==> src/rtl/wide_add_sequencer.sv <==
// Drives one shared WIDTH-bit adder word by word (LSW first) to build a WIDTH*WORDS-bit sum.
// Define WIDE_ADD_SUB_EN to add a 'sub' port that turns the operation into op_a - op_b.
module wide_add_sequencer #(
   parameter int WIDTH = 16,
   parameter int WORDS = 4
) (
   input  logic                   clk,
   input  logic                   rst_n,
   input  logic                   start_valid,
   output logic                   start_ready,
   input  logic [WIDTH*WORDS-1:0] op_a,
   input  logic [WIDTH*WORDS-1:0] op_b,
   input  logic                   c_in,
`ifdef WIDE_ADD_SUB_EN
   input  logic                   sub,
`endif
   output logic                   done_valid,
   input  logic                   done_ready,
   output logic [WIDTH*WORDS-1:0] result,
   output logic                   c_out,
   output logic                   busy,
   output logic [WIDTH-1:0]       add_a,
   output logic [WIDTH-1:0]       add_b,
   output logic                   add_cin,
   input  logic [WIDTH-1:0]       add_sum,
   input  logic                   add_cout
);

   localparam int TOTAL = WIDTH * WORDS;
   localparam int IDX_W = (WORDS > 1) ? $clog2(WORDS) : 1;
   localparam logic [IDX_W-1:0] LAST_IDX = IDX_W'(WORDS - 1);

   localparam logic [1:0] S_IDLE = 2'd0;
   localparam logic [1:0] S_RUN  = 2'd1;
   localparam logic [1:0] S_DONE = 2'd2;

   logic [1:0]       state;
   logic [IDX_W-1:0] idx;
   logic [TOTAL-1:0] a_reg;
   logic [TOTAL-1:0] b_reg;
   logic             carry_reg;
   logic [TOTAL-1:0] b_load;
   logic             carry_load;

   // Subtraction is a + ~b + 1, so only the loaded B word and initial carry differ.
   always_comb begin
`ifdef WIDE_ADD_SUB_EN
      b_load     = sub ? ~op_b : op_b;
      carry_load = sub ? 1'b1 : c_in;
`else
      b_load     = op_b;
      carry_load = c_in;
`endif
   end

   // NOTE: sequential state uses non-blocking assignments so every register
   // samples pre-edge values; blocking here would create order-dependent races.
   always_ff @(posedge clk) begin
      if (!rst_n) begin
         state     <= S_IDLE;
         idx       <= '0;
         a_reg     <= '0;
         b_reg     <= '0;
         carry_reg <= 1'b0;
         result    <= '0;
         c_out     <= 1'b0;
      end else begin
         case (state)
            S_IDLE: begin
               if (start_valid) begin
                  a_reg     <= op_a;
                  b_reg     <= b_load;
                  carry_reg <= carry_load;
                  result    <= '0;
                  idx       <= '0;
                  state     <= S_RUN;
               end
            end
            S_RUN: begin
               result[idx*WIDTH +: WIDTH] <= add_sum;
               carry_reg                  <= add_cout;
               if (idx == LAST_IDX) begin
                  idx   <= '0;
                  c_out <= add_cout;
                  state <= S_DONE;
               end else begin
                  idx <= idx + 1'b1;
               end
            end
            S_DONE: begin
               if (done_ready) state <= S_IDLE;
            end
            default: state <= S_IDLE;
         endcase
      end
   end

   // NOTE: every output of this block gets a default first, so no path leaves
   // a value unassigned and no latch is inferred.
   always_comb begin
      add_a   = '0;
      add_b   = '0;
      add_cin = 1'b0;
      if (state == S_RUN) begin
         add_a   = a_reg[idx*WIDTH +: WIDTH];
         add_b   = b_reg[idx*WIDTH +: WIDTH];
         add_cin = carry_reg;
      end
   end

   assign start_ready = (state == S_IDLE);
   assign done_valid  = (state == S_DONE);
   assign busy        = (state != S_IDLE);

endmodule

==> config.mk <==
export PLATFORM = sky130hd
export DESIGN_NAME = wide_add_sequencer
export DESIGN_NICKNAME = d
export VERILOG_FILES = /design/src/rtl/wide_add_sequencer.sv
export SDC_FILE = /design/constraint.sdc
export NUM_CORES = 1
export LEC_CHECK = 0
export ABC_CLOCK_PERIOD_IN_PS = 2600
export BUFFER_PORTS_ARGS = -buffer_cell sky130_fd_sc_hd__buf_2
export CORE_ASPECT_RATIO = 1.2
export CORE_UTILIZATION = 51
export CTS_CLUSTER_SIZE = 30
export DETAILED_ROUTE_END_ITERATION = 7
export PLACE_DENSITY = 0.8
export SYNTH_ARGS = -nofsm -noshare
export SYNTH_HDL_FRONTEND = slang
export SYNTH_SLANG_ARGS = --single-unit
==> constraint.sdc <==
create_clock -name clk -period 2.6 [get_ports clk]
set_input_delay 0.39 -clock clk [delete_from_list [all_inputs] [get_ports clk]]
set_output_delay 0.39 -clock clk [all_outputs]
set_load 0.05 [all_outputs]
==> reports/results.ini <==
[timing]
fin_tns_setup_ps=0
worst_pin_slew_ps=707
hold_viol_final=0
skew_ps=8.75
final_max_slew_viol_count=0
finalCritPeriodShare=0.922
rsz0062_at_grt=false
period_needed_ps=2400
setup_viol=0
fmax_mhz=417
slew_headroom=0.529

[pwr]
p_leak_uw=0.00435
power.density_nw_per_um2=644
p_total_uw=6490
max-vdd-ir-drop_mv=0.347

[floorplan]
rows=50
start_util=0.522
die_x_um=117
die-area_sq_um=16500
die_height_um=140
io_pins=251
fp.coreArea_sq_um=15600

[logic_synthesis]
ys_seq_area_frac=0.488
netlist_area_sq_um=8130
ys_seq_elements=198
synth_edf_count=0
yosys.area.top_type=dfxtp_1
avgSynthCellArea_sq_um=9.79
synthesis.nets=986
synthArstFlopShare=0
yosysWarnings=0
synth_ff_type=dfxtp_1
netlist-cell-type-count=31
synth_top_area_share=0.488
synthTopCellsByArea=dfxtp_1 49%, nand2_1 12%, a21boi_0 9.4%, mux4_2 8.9%, a22o_1 6.9%
syn_inst=830

[clock_tree]
cts_root_buffer=clkbuf_16
cts_tree=done
cts_sinks=198
cts_resized=0
postCtsHoldBufs=0
post_cts_buffers=0
cts-htree-levels=4
clockBufferDepth=2
clk_latency_ps=430
cts_buffers=17
clkTransAtPathRegs_ps=70

[finish]
diodes=0
areaGrowthSynthToFinish_pct=23.8
final_nets=1205
drive_gt1_frac=0.320
fin_util=0.646
stdcell_count=1269

[drt]
vias=6719
final_antenna_net_count=0
first_pass_iters=4
avgViaCountPerCell=5.29
wire_per_inst_um=15.8
routed_wl_um=20100
drtIter0Drc=387
drc=0

[global_routing]
grt.total_usage=0.251
antenna_found_initial=0
grt_pass1_vias=6534
grt_pass1_wl_um=32100
grt_max_degree=70
grt_overflow=0

[critical_path]
critPathArrivalTime_ps=2010
worstPathMaxFanout=18
path_class=reg -> out
critPathLaunchType=register
critPathRequiredTime_ps=2210
critical_path.endpoint_type=output pin

[placement]
placed_cells=1238
place_hpwl_um=13800
gp_routability_congestion=0.778
io_buffers=250

[job]
maxCapViolCount=0

[status]
status=finished clean

[hold_path]
hp-class=in -> reg

[worst max-delay path, stage by stage (launching register included)]
cell and delay [ps]:
dfxtp_2 350, buf_4 310, mux4_2 530, nor2b_1 160
buf_2 220
[final timing paths]
path,startpoint,slack [ps],endpoint,cells after the start
worst max-delay path,idx[0]$_SDFFE_PN0P_,200,add_a[2],4
worst min-delay path,op_a[14],190,a_reg[14]$_SDFFE_PN0P_,3
worst max register to register,idx[0]$_SDFFE_PN0P_,520,result[34]$_SDFFE_PN0P_,7
worst min register to register,b_reg[53]$_SDFFE_PN0P_,450,b_reg[53]$_SDFFE_PN0P_,2
[synth_stat cells, drive strengths merged (3+ instances only)]
cell / n
mux2i: 5
nor2: 3
o21a: 4
buf: 41
nand3b: 3
ha: 6
a22o: 64
a21boi: 131
nand2: 259
mux4: 32
nor2b: 34
dfxtp: 198
inv: 5
clkbuf: 25
nand2b: 3
[cell type report]
cell class	instances	area (sq um)
clock buffer	20	447
clock inverter	11	77.6
fill	1304	5510
inverter	5	18.8
multi-input combinational	561	3830
sequential	198	3970
tap	208	260
timing repair buffer	266	1460
[power breakdown]
group,leakage [uW],switching (uW),internal (uW)
Clock,0.000252,1140,1250
Sequential,0.00162,73.6,3170
Combinational,0.00248,500,354
Total,0.00435,1710,4770
[cells in the final DEF (no fill, tap or decap), types with 2 or more instances in the layout]
cell type / synthesis / layout
nand2_1: 259 / 259
buf_2: 35 / 249
dfxtp_1: 198 / 196
a21boi_0: 102 / 102
a22o_1: 64 / 64
nor2b_1: 34 / 34
mux4_2: 32 / 32
a21boi_1: 29 / 29
clkbuf_16: 0 / 17
buf_4: 3 / 10
buf_12: 0 / 7
ha_1: 6 / 6
inv_1: 5 / 5
mux2i_1: 5 / 5
o21a_1: 4 / 4
clkinv_2: 0 / 4
nor2_1: 3 / 3
nand3b_1: 3 / 3
clkinvlp_4: 0 / 3
or2_2: 2 / 2
or3b_4: 1 / 2
nor4_4: 2 / 2
o21ai_0: 2 / 2
nand2b_1: 3 / 2
nand3_1: 2 / 2
clkbuf_1: 25 / 2
clkinv_4: 0 / 2
inv_6: 0 / 2
dfxtp_2: 0 / 2
[routing by layer]
layer | vias up | global-route usage | share of wire
li1 | 3274 | - | -
met2 | 210 | 0.419 | 0.49
met3 | 46 | 0.0558 | 0.055
met1 | 3189 | 0.300 | 0.42
met4 | 0 | 0.122 | 0.031
met5 | - | 0 | 0
[metrics by stage]
stage | setup WS [ps] | cell area, sq um | hold slack, ps
2_1_floorplan | 260 | 8130 | 432
3_3_place_gp | 585 | 9540 | 440
3_5_place_dp | 513 | 9540 | 447
4_1_cts | 173 | 10100 | 178
5_1_grt | 88.4 | 10100 | 187
6_report | 204 | 10100 | 194
[kinds of logic after synthesis]
kind of cell / share of synthesized area
buffers and inverters: 0.0423
adders and majority gates: 0.00923
DFF: 0.488
and+or+nand+nor: 0.169
muxes: 0.0948
AOI/OAI and AO/OA: 0.197
(Power assumes the default switching activity.)
